[config.mk]
export PLATFORM = sky130hd
export DESIGN_NAME = stepper_motion_ctrl
export DESIGN_NICKNAME = d
export VERILOG_FILES = /design/src/rtl/stepper_motion_ctrl.sv
export SDC_FILE = /design/constraint.sdc
export NUM_CORES = 1
export LEC_CHECK = 0
export BUFFER_PORTS_ARGS = -buffer_cell sky130_fd_sc_hd__clkbuf_2
export CORE_MARGIN = 5
export CORE_UTILIZATION = 35
export DETAILED_ROUTE_END_ITERATION = 8
export PLACE_DENSITY = 0.63
export SYNTH_ARGS = -nofsm -noshare
export SYNTH_HDL_FRONTEND = slang
export SYNTH_SLANG_ARGS = --single-unit
[constraint.sdc]
create_clock -name i_clk -period 5.15 [get_ports i_clk]
set_clock_uncertainty 0.1 [all_clocks]
set_input_delay 1.545 -clock i_clk [delete_from_list [all_inputs] [get_ports i_clk]]
set_output_delay 1.545 -clock i_clk [all_outputs]
set_load 0.01 [all_outputs]
[src/rtl/stepper_motion_ctrl.sv]
// Move sequencer for a full-step bipolar stepper driver: accepts move commands,
// generates the driver step clock and control code, and stops cleanly at end stops.
module stepper_motion_ctrl #(
  parameter int unsigned P_STEP_W = 8,
  parameter int unsigned P_DIV_W  = 24
) (
  input  logic                i_clk,
  input  logic                i_rst,
  input  logic                i_cmd_valid,
  output logic                o_cmd_ready,
  input  logic                i_cmd_dir,
  input  logic [P_STEP_W-1:0] i_cmd_steps,
  input  logic [P_DIV_W-1:0]  i_half_period,
  input  logic                i_abort,
  input  logic [1:0]          i_pos,
  output logic                o_step_clk,
  output logic [3:0]          o_control,
  output logic                o_busy,
  output logic                o_done,
  output logic                o_limit,
  output logic [P_STEP_W-1:0] o_steps_left
);

  localparam logic [1:0] POS_ZERO  = 2'b00;
  localparam logic [1:0] POS_LIMIT = 2'b01;

  typedef enum logic [1:0] {
    S_IDLE  = 2'd0,
    S_RUN   = 2'd1,
    S_FLUSH = 2'd2,
    S_DONE  = 2'd3
  } state_t;

  state_t state_q, state_d;

  logic                dir_q, dir_d;
  logic [P_DIV_W-1:0]  half_q, half_d;
  logic [P_DIV_W-1:0]  div_q, div_d;
  logic                step_clk_d;
  logic [3:0]          control_d;
  logic                busy_d, done_d, limit_d, ready_d;
  logic [P_STEP_W-1:0] steps_left_d;

  logic accept_c, cmd_blocked_c, cmd_zero_c;
  logic toggle_c, rise_c, fall_c, at_end_c, stop_c;

  // Handshake and event decode shared by both combinational processes
  always_comb begin
    accept_c      = (state_q == S_IDLE) && i_cmd_valid && o_cmd_ready;
    cmd_zero_c    = (i_cmd_steps == '0);
    cmd_blocked_c = i_cmd_dir ? (i_pos == POS_LIMIT) : (i_pos == POS_ZERO);
    toggle_c      = ((state_q == S_RUN) || (state_q == S_FLUSH)) &&
                    (div_q == (half_q - P_DIV_W'(1)));
    rise_c        = toggle_c && !o_step_clk;
    fall_c        = toggle_c && o_step_clk;
    at_end_c      = dir_q ? (i_pos == POS_LIMIT) : (i_pos == POS_ZERO);
    stop_c        = (state_q == S_RUN) && fall_c &&
                    ((o_steps_left == '0) || i_abort || at_end_c);
  end

  // State register
  always_ff @(posedge i_clk or posedge i_rst) begin
    if (i_rst) begin
      state_q <= S_IDLE;
    end else begin
      state_q <= state_d;
    end
  end

  // Next-state logic
  always_comb begin
    state_d = state_q;
    case (state_q)
      S_IDLE: begin
        if (accept_c) begin
          state_d = (cmd_zero_c || cmd_blocked_c) ? S_DONE : S_RUN;
        end
      end
      S_RUN: begin
        if (stop_c) begin
          state_d = S_FLUSH;
        end
      end
      S_FLUSH: begin
        if (fall_c) begin
          state_d = S_DONE;
        end
      end
      S_DONE: begin
        state_d = S_IDLE;
      end
      default: begin
        state_d = S_IDLE;
      end
    endcase
  end

  // Output / datapath next values
  always_comb begin
    dir_d        = dir_q;
    half_d       = half_q;
    div_d        = div_q;
    step_clk_d   = o_step_clk;
    control_d    = o_control;
    limit_d      = o_limit;
    steps_left_d = o_steps_left;
    done_d       = (state_d == S_DONE);
    busy_d       = (state_d == S_RUN) || (state_d == S_FLUSH);
    ready_d      = (state_d == S_IDLE);

    case (state_q)
      S_IDLE: begin
        if (accept_c) begin
          dir_d        = i_cmd_dir;
          half_d       = (i_half_period == '0) ? P_DIV_W'(1) : i_half_period;
          div_d        = '0;
          steps_left_d = i_cmd_steps;
          limit_d      = 1'b0;
          if (state_d == S_RUN) begin
            control_d = {2'b00, ~i_cmd_dir, i_cmd_dir};
          end else if (!cmd_zero_c) begin
            limit_d = 1'b1;
          end
        end
      end
      S_RUN, S_FLUSH: begin
        if (toggle_c) begin
          step_clk_d = ~o_step_clk;
          div_d      = '0;
        end else begin
          div_d = div_q + P_DIV_W'(1);
        end
        if ((state_q == S_RUN) && rise_c) begin
          steps_left_d = o_steps_left - P_STEP_W'(1);
        end
        // Early exit keeps the remaining count visible and flags the limit
        if (stop_c) begin
          control_d = 4'b0000;
          if (o_steps_left != '0) begin
            limit_d = 1'b1;
          end
        end
      end
      S_DONE: begin
        step_clk_d = 1'b0;
        control_d  = 4'b0000;
      end
      default: begin
        step_clk_d = 1'b0;
        control_d  = 4'b0000;
      end
    endcase
  end

  // Registered outputs and command latch
  always_ff @(posedge i_clk or posedge i_rst) begin
    if (i_rst) begin
      dir_q        <= 1'b0;
      half_q       <= P_DIV_W'(1);
      div_q        <= '0;
      o_step_clk   <= 1'b0;
      o_control    <= 4'b0000;
      o_busy       <= 1'b0;
      o_done       <= 1'b0;
      o_limit      <= 1'b0;
      o_steps_left <= '0;
      o_cmd_ready  <= 1'b0;
    end else begin
      dir_q        <= dir_d;
      half_q       <= half_d;
      div_q        <= div_d;
      o_step_clk   <= step_clk_d;
      o_control    <= control_d;
      o_busy       <= busy_d;
      o_done       <= done_d;
      o_limit      <= limit_d;
      o_steps_left <= steps_left_d;
      o_cmd_ready  <= ready_d;
    end
  end

endmodule
* Yosys cells after proc, flatten, opt, wreduce, memory -nomap -nowiden
Index checks and enable logic that the tools add are counted.
Word-level totals: output and inout bits 17, bits in registers 68
Operators by class: reduce and logical (&&, ||, !) cells 30, mux-type cells 26, add/sub/neg operators 3, bitwise operators 2, eq/ne operators 14
Operators by type and width (count):
- two-way mux 24 bit | 3
- one-hot mux 24 bit (2 select lines) | 1
- adder 24 x 1 -> 24 bit (second input constant) | 1
- equality test 24 bit | 1
- zero test 24 bit | 1
- subtractor 24 x 1 -> 24 bit (second input constant) | 1
- zero test 8 bit | 2
- two-way mux 8 bit | 2
- one-hot mux 8 bit (2 select lines) | 1
- two-way mux 4 bit | 3
- one-hot mux 4 bit (3 select lines) | 1
- inequality test 2 bit (second input constant) | 5
- equality test 2 bit (second input constant) | 4
- logical AND 1 bit | 8
- two-way mux 1 bit | 8
- two-way mux 2 bit | 4
- one-hot mux 2 bit (4 select lines) | 1
- nonzero test 8 bit | 1
- subtractor 8 x 1 -> 8 bit (second input constant) | 1
- equality test 2 x 1 -> 1 bit (second input constant) | 3
- zero test 2 bit | 3
- AND reduction 2 bit | 3
- AND reduction 3 bit | 2
- logical OR 1 bit | 5
- 7 further kinds | 10

* Depth between registers and ports, before layout
Gate-level depths: netlist of the first run.
word-level depth 12, depth in mapped cells 17, mapped depth without buffers 15

* Least setup slack after synthesis of the first run
Ideal clock, no wire load.
kind register to register, start register half_q[10], end register o_control[1], library setup time 125 ps, data required time 4925 ps, arrival time 4030 ps, path slack 895 ps, stages on the path, launching flop included 15, cell sequence dfrtp_1 -> or4_4 -> or2_1 -> buf_2 -> or4_1 -> a211oi_2 -> nor3_1 -> nor4_4 -> buf_4 -> mux2i_1 -> o221a_1 -> ha_1 -> and3_1 -> o22ai_1 -> mux2_2
On the way: longest elaborated chain between the ends 11, elaborated cells on any way between the ends 13, those cells by class add/sub (1); eq/ne (4); mux (3); reduce/logical (5)
RTL lines:
- start: declaration | RTL line 37 | logic [P_DIV_W-1:0] half_q, half_d;
- start signal: assignment | RTL line 170 | half_q <= half_d;
- subtractor 24 x 1 -> 24 bit * | RTL line 53 | (div_q == (half_q - P_DIV_W'(1)));
- equality test 24 bit * | RTL line 53
- logical AND 1 bit * | RTL line 52 | toggle_c = ((state_q == S_RUN) || (state_q == S_FLUSH)) &&
- logical AND 1 bit * | RTL line 55 | fall_c = toggle_c && o_step_clk;
- logical AND 1 bit (2 in a row) | RTL line 57 | stop_c = (state_q == S_RUN) && fall_c &&
- two-way mux 2 bit | RTL line 80 | if (stop_c) begin
- one-hot mux 2 bit (4 select lines) * | RTL line 73 | case (state_q)
- net state_d[0] | RTL line 34 | state_t state_q, state_d;
- equality test 2 x 1 -> 1 bit * | RTL line 119 | if (state_d == S_RUN) begin
- inequality test 2 x 1 -> 1 bit (no source line) *
- AND reduction 3 bit (no source line) *
- end signal: assignment | RTL line 173 | o_control <= control_d;
- end: declaration | RTL line 17 | output logic [3:0] o_control,
Mark *: on every way through the listed nets, which the timed path passes. The rest lies on a longest branch. A chain may end at the register's enable or synchronous reset.

* Worst setup path after layout of the first run
start register half_q[0], end register o_control[1]
On the way: longest elaborated chain between the ends 11, elaborated cells on any way between the ends 13, those cells by class add/sub (1); eq/ne (4); mux (3); reduce/logical (5)
RTL lines (RTL line):
- subtractor 24 x 1 -> 24 bit * | 53
- equality test 24 bit * | 53
- logical AND 1 bit * | 52
- logical AND 1 bit * | 55
- logical AND 1 bit (2 in a row) | 57
- two-way mux 2 bit | 80
- one-hot mux 2 bit (4 select lines) | 73
- equality test 2 x 1 -> 1 bit | 119
- inequality test 2 x 1 -> 1 bit (no source line)
- AND reduction 3 bit (no source line) *
Mark *: on every way between the ends. The rest lies on a longest branch, timed or not.

==> results of run 1 <==
## final timing paths
| kind | start | to | cells after the start |
|---|---|---|---|
| max reg2reg | half_q[0] | o_control[1] | 14 |
| max | half_q[0] | o_control[1] | 14 |
| min | dir_q | dir_q | 1 |
| max in group asynchronous | i_rst | state_q[0] | 3 |
| min in group asynchronous | i_rst | o_done | 2 |
| min reg2reg | dir_q | dir_q | 1 |
## sequential cells by signal, summed over array words and instances, names as in the netlist
signal / count
o_limit: 1
o_busy: 1
state_q: 2
div_q: 24
o_step_clk: 1
o_control: 2
dir_q: 1
half_q: 24
o_done: 1
o_steps_left: 8
o_cmd_ready: 1
## power groups by stage
stage                     sequential [mW]  clock [mW]  combinational, mW
after CTS                           0.932       0.621               1.21
after floorplan                     0.891           0              0.886
after global routing                0.966       0.642               1.34
after detailed placement            0.940           0               1.20
final                               0.931       0.603               1.20
after global placement              0.925           0               1.17
## per-stage QoR
step / util, % / power [mW] / cell area, sq um
6_report: 41.3 / 2.73 / 5160
5_1_grt: 41.3 / 2.95 / 5160
4_1_cts: 41.3 / 2.76 / 5160
3_5_place_dp: 39.0 / 2.14 / 4880
3_3_place_gp: 39.0 / 2.10 / 4880
2_1_floorplan: - / 1.78 / 4450
## cell type report
cell class	instances	area share [%]
Inverter	15	1.09
Timing Repair Buffer	62	6.45
Sequential cell	66	32.0
Clock buffer	12	4.77
Clock inverter	3	0.775
Multi-Input combinational cell	377	50.7
Tap cell	172	4.17
## kinds of logic after synthesis
kind of cell               after synthesis  synth area share [%]
and+or+nand+nor                        185                  22.8
AOI/OAI and AO/OA                      104                  16.5
DFF                                     66                  37.2
xor gates and xnor gates                43                  8.47
buffers and inverters                   43                  4.00
muxes                                   32                  7.96
adders and majority gates               11                  3.10
other                                    1                0.0843
## Yosys cell counts, types with 7 or more instances
library cell  number  share of area, %
dfrtp_1           65                37
nand2_1           35               3.0
nor2_1            33               2.8
xnor2_1           30               5.9
mux2_2            27               6.8
nor3_1            22               2.5
clkbuf_1          20               1.7
a21oi_1           19               2.1
nor4_1            18               2.5
inv_1             14               1.2
nand3_1           14               1.6
o21ai_0           14               1.6
xor2_1            13               2.6
a211oi_1          12               2.0
ha_1              11               3.1
and2_1             8               1.1
o22ai_1            8               1.1
o31ai_1            8               1.4
a21o_1             7               1.2
or3_1              7              0.98
## per-layer routing
metal	GRT usage [%]	up-vias
met2	25.7	86
li1	-	1896
met1	21.4	1869
met5	0	-
met3	2.30	12
met4	6.02	0
## worst max-delay path: stages (launching register included)
cell,delay [ps]
dfstp_2,390
inv_1,80
ha_1,230
or3b_2,540
nor4_1,340
xnor2_1,100
nor4_1,310
o2111ai_1,320
nor4_2,500
a211oi_1,120
mux2_2,310
ha_1,200
and3_1,180
o22ai_1,250
mux2_2,380
==> flow_metrics.py, run 1 <==
metrics = {
    "detailed_routing": {
        "drt-total-wl_mm": 11.1,
        "route.met3.wl_um": 409,
        "detail_route.vias_per_cell": 5.46,
        "drtPass1Iterations": 4,
        "ant_nets": 0,
        "drt_drc_violations_left": 0,
        "wire_per_inst_um": 15.7,
        "vias": 3863,
        "met2_length_mm": 5.29,
        "wirelength_met1_mm": 5.22,
        "dr.max_layer_used": "met4",
        "first_iter_violations": 140,
    },
    "synth": {
        "number_of_flops_mapped_to_enable_cells_by_yosys": 0,
        "synth.yosys.seq_area_share_pct": 37.2,
        "synth-async-reset-ratio_pct": 100,
        "ys_seq_elements": 66,
        "syn_area_per_cell_sq_um": 9.17,
        "netlist_area_before_placement_sq_um": 4450,
        "synthDistinctLibCells": 59,
        "syn-instance-count": 485,
        "synth-warning-count": 0,
        "synth_flop_cell": "dfrtp_1",
    },
    "pwr": {
        "power_report.internal_total_mw": 1.61,
        "switching_part_of_the_total_pct": 41.0,
        "combPwrFrac_pct": 43.8,
        "vdd_drop_max_v": 0.000296,
        "p_switching_mw": 1.12,
        "power_frac_clock_pct": 22.1,
        "power_density_nw_per_um2": 529,
        "cellLeakagePower_nw": 2.12,
        "power_frac_seq_pct": 34.1,
    },
    "cells_and_area": {
        "fill_cells": 1268,
        "final_net_count": 581,
        "multi_input_area_sq_um": 2620,
        "layout.area.seq_sq_um": 1650,
        "areaGrowthSynthToFinish_pct": 16.1,
        "final_common_cell": "dfrtp_1",
        "antenna_cells_inserted": 0,
        "layout.cells.most_common_list": "65 x dfrtp_1, 53 x clkbuf_2, 35 x nand2_1",
        "final_cell_count_no_fill": 707,
        "layout-drive-gt1-share_pct": 21.3,
    },
    "placement": {
        "hpwl_mm": 8.39,
        "post-place-cells": 692,
        "portBuffers": 53,
        "gp_congestion": 0.864,
        "pre_cts_ws_ps": 712,
    },
    "flow_run": {
        "number_of_max_cap_violations": 0,
    },
    "timing": {
        "setup_tns_ps": 0,
        "period_minus_slack_ps": 4480,
        "maxSlewHeadroom_pct": 43.7,
        "measured_slew_at_the_worst_slew_check_pin_ps": 841,
        "setup_repair_after_global_routing_missed_its_margin": "false",
        "hold_slack_ps": 426,
        "finalWorstSetupSlack_ps": 672,
        "setup_violations": 0,
        "max_clock_freq_mhz": 223,
        "final.period_utilization_pct": 86.9,
        "final-max-slew-violation-count": 0,
        "report.final.hold_viol_count": 0,
    },
    "floorplanning": {
        "floorplan.io_pins": 56,
        "row_count": 41,
        "die-area_sq_um": 15100,
        "chipWidth_um": 123,
        "core_area_sq_um": 12500,
        "die-height_um": 123,
        "floorplan.initialDensity_pct": 35.5,
    },
    "outcome": {
        "run_status": "finished, final reports clean",
    },
    "grt": {
        "maximum_number_of_pins_on_one_net_before_global_route_repair": 40,
        "number_of_antenna_violations_at_the_first_check_in_global_routing": 0,
        "overflow": 0,
        "grt_pass1_wl_mm": 19.1,
        "grt_pass1_vias": 3796,
        "grt_overall_usage_pct": 15.9,
    },
    "clock_network": {
        "clock_sink_count": 66,
        "ctsRootBufferMaster": "clkbuf_16",
        "cts_tree": "done",
        "insertion_delay_ps": 340,
        "cts_made_buffers": 9,
        "post_cts_resize_count": 0,
        "cts-htree-levels": 3,
        "cts.reportedPaths.clkPinSlew_ps": 50,
        "clockBufferDepth": 2,
        "postCtsHoldBufs": 0,
        "cts_setup_buffers": 0,
    },
    "setup_path": {
        "timing.setup.critical_path_class": "register to register",
        "cp_capture_type": "register",
        "reg2reg_setup_slack_ps": 670,
        "timing.critical_path.fanout_max": 6,
        "setup.worst_path.start_class": "register",
        "data_arrival_time_of_the_critical_path_ps": 4580,
        "timing.critical_path.required_ps": 5260,
    },
    "worst_hold_path": {
        "worst_hold_check_path_type": "register to register",
    },
}
Note: power is estimated with default switching activity, not from simulation.
==> run 2: changes to the inputs <==
--- a/config.mk
+++ b/config.mk
@@ -7,9 +7,9 @@
 export LEC_CHECK = 0
 export BUFFER_PORTS_ARGS = -buffer_cell sky130_fd_sc_hd__clkbuf_2
 export CORE_MARGIN = 5
-export CORE_UTILIZATION = 35
+export CORE_UTILIZATION = 59
 export DETAILED_ROUTE_END_ITERATION = 8
-export PLACE_DENSITY = 0.63
+export PLACE_DENSITY = 0.91
 export SYNTH_ARGS = -nofsm -noshare
 export SYNTH_HDL_FRONTEND = slang
 export SYNTH_SLANG_ARGS = --single-unit
==> run 2 against run 1 <==
  * Critical path depth is 2 lower
  * Highest routed layer unchanged
  * Critical path type unchanged
  * Largest power group unchanged
  * Final cell count shrank 11%
  * Utilization up 28 points
  * Global-route usage rose by 8.6 points
  * First-iteration DRC count up 110%
  * Critical endpoint unchanged
  * Sequential power grew 2%
==> flow_metrics.py, run 2 (synthesized netlist as in run 1, its figures left out) <==
metrics = {
    "cells_and_area": {
        "antenna_cells_inserted": 0,
        "fill_cells": 574,
        "layout.cells.most_common_list": "65 x dfrtp_1, 53 x clkbuf_2, 35 x nand2_1",
        "layout.core_utilization_pct": 68.8,
        "top_regs": "div_q: 24 flops, half_q: 24 flops, o_steps_left: 8 flops",
        "final_common_cell": "dfrtp_1",
        "final_cell_count_no_fill": 632,
        "areaGrowthSynthToFinish_pct": 12.8,
        "final_net_count": 578,
        "layout-drive-gt1-share_pct": 21.4,
    },
    "floorplanning": {
        "die-area_sq_um": 9370,
        "die-height_um": 96.8,
        "core_area_sq_um": 7290,
        "chipWidth_um": 96.8,
        "floorplan.initialDensity_pct": 61.0,
        "row_count": 31,
        "floorplan.io_pins": 56,
    },
    "clock_network": {
        "cts.reportedPaths.clkPinSlew_ps": 70,
        "postCtsHoldBufs": 0,
        "cts_made_buffers": 9,
        "clockBufferDepth": 2,
        "insertion_delay_ps": 360,
        "cts_tree": "done",
        "cts-htree-levels": 3,
        "ctsRootBufferMaster": "clkbuf_8",
        "clock_sink_count": 66,
        "cts_setup_buffers": 0,
        "post_cts_resize_count": 0,
    },
    "pwr": {
        "cellLeakagePower_nw": 2.10,
        "vdd_drop_max_v": 0.000327,
        "post-layout-total-power_mw": 2.69,
        "combPwrFrac_pct": 44.4,
        "power_density_nw_per_um2": 537,
        "switching_part_of_the_total_pct": 42.1,
        "p_switching_mw": 1.13,
        "power_frac_clock_pct": 20.5,
        "power_frac_seq_pct": 35.1,
        "power_report.internal_total_mw": 1.56,
    },
    "detailed_routing": {
        "drtPass1Iterations": 5,
        "drt-total-wl_mm": 11.3,
        "route.met3.wl_um": 834,
        "dr.max_layer_used": "met4",
        "first_iter_violations": 294,
        "detail_route.vias_per_cell": 6.30,
        "met2_length_mm": 5.49,
        "vias": 3984,
        "ant_nets": 0,
        "wirelength_met1_mm": 4.67,
        "drt_drc_violations_left": 0,
        "wire_per_inst_um": 17.8,
    },
    "setup_path": {
        "critical_path.max_stage_delay_ps": 700,
        "data_arrival_time_of_the_critical_path_ps": 4640,
        "cell_chain_critical_path": "nor4_1 -> nand3_1 -> or4_1 -> a211oi_2 -> nor3_1 -> nor4_4 -> mux2i_1 -> o221a_1 -> ha_1 -> and3_1 -> o22ai_1 -> mux2_2",
        "critPathSlowestCell": "nor4_1",
        "timing.critical_path.required_ps": 5290,
        "buf_inv_stages_crit_path": 0,
        "setup.worst_path.start_class": "register",
        "category_of_cells_accounting_for_the_largest_share_of_critical_path_delay": "simple AND/OR/NAND/NOR gates",
        "timing.critical_path.fanout_max": 9,
        "cp_capture_type": "register",
        "reg2reg_setup_slack_ps": 650,
        "timing.setup.critical_path_class": "register to register",
    },
    "placement": {
        "gp_congestion": 0.972,
        "portBuffers": 53,
        "hpwl_mm": 8.38,
        "post-place-cells": 616,
        "pre_cts_ws_ps": 721,
    },
    "timing": {
        "maxSlewHeadroom_pct": 38.0,
        "measured_slew_at_the_worst_slew_check_pin_ps": 926,
        "final.period_utilization_pct": 87.3,
        "setup_tns_ps": 0,
        "finalWorstSetupSlack_ps": 654,
        "max_clock_freq_mhz": 222,
        "period_minus_slack_ps": 4500,
        "report.final.hold_viol_count": 0,
        "final-max-slew-violation-count": 0,
        "setup_violations": 0,
        "setup_repair_after_global_routing_missed_its_margin": "false",
    },
    "grt": {
        "grt_overall_usage_pct": 24.5,
        "grt_pass1_wl_mm": 19.0,
        "grt_pass1_vias": 3870,
        "number_of_antenna_violations_at_the_first_check_in_global_routing": 0,
        "maximum_number_of_pins_on_one_net_before_global_route_repair": 43,
        "overflow": 0,
    },
    "worst_hold_path": {
        "worst_hold_check_path_type": "register to register",
    },
    "flow_run": {
        "number_of_max_cap_violations": 0,
    },
    "outcome": {
        "run_status": "finished, final reports clean",
    },
}
run 2: cell count changes in the layout (fill, tap and decap cells not counted):
| cell | previous run | this run |
|---|---|---|
| buf_4 | 9 | 6 |
| clkbuf_8 | 1 | 11 |
| clkbuf_1 | 2 | 0 |
| bufinv_16 | 1 | 3 |
| clkbuf_16 | 9 | 0 |
run 2: final cells by class:
cell class                      count  area, sq um  share of cell area (%)
Clock buffer                       11          151                    3.02
Clock inverter                      5          100                    2.00
Inverter                           15         56.3                    1.12
Multi-Input combinational cell    377         2620                    52.2
Sequential cell                    66         1650                    33.0
Tap cell                           99          124                    2.47
Timing Repair Buffer               59          310                    6.19
run 2: path summary, 6_finish.rpt:
kind                       cells after the start      endpoint          from
max                                           12  o_control[1]     half_q[2]
min                                            1  o_control[1]  o_control[1]
max reg2reg                                   12  o_control[1]     half_q[2]
min reg2reg                                    1  o_control[1]  o_control[1]
max in group asynchronous                      3     div_q[16]         i_rst
min in group asynchronous                      2       o_limit         i_rst
run 2: power by group through the flow:
stage	clock network [mW]	logic, mW	registers (mW)
after floorplan	0	0.886	0.891
after global placement	0	1.13	0.926
after detailed placement	0	1.18	0.946
after CTS	0.552	1.19	0.936
after global routing	0.579	1.33	0.970
final	0.550	1.20	0.945
run 2: layer usage:
layer  vias to the layer above  GRT usage (%)
met5                         -              0
met4                         0           8.96
met3                        23           3.81
met2                       183           40.8
met1                      1890           32.2
li1                       1888              -
run 2: through the flow:
step	cell area (sq um)	hold WS [ps]
after floorplan	4450	394
after global placement	4760	392
after detailed placement	4760	404
after CTS	5010	421
after global routing	5010	434
final	5010	416
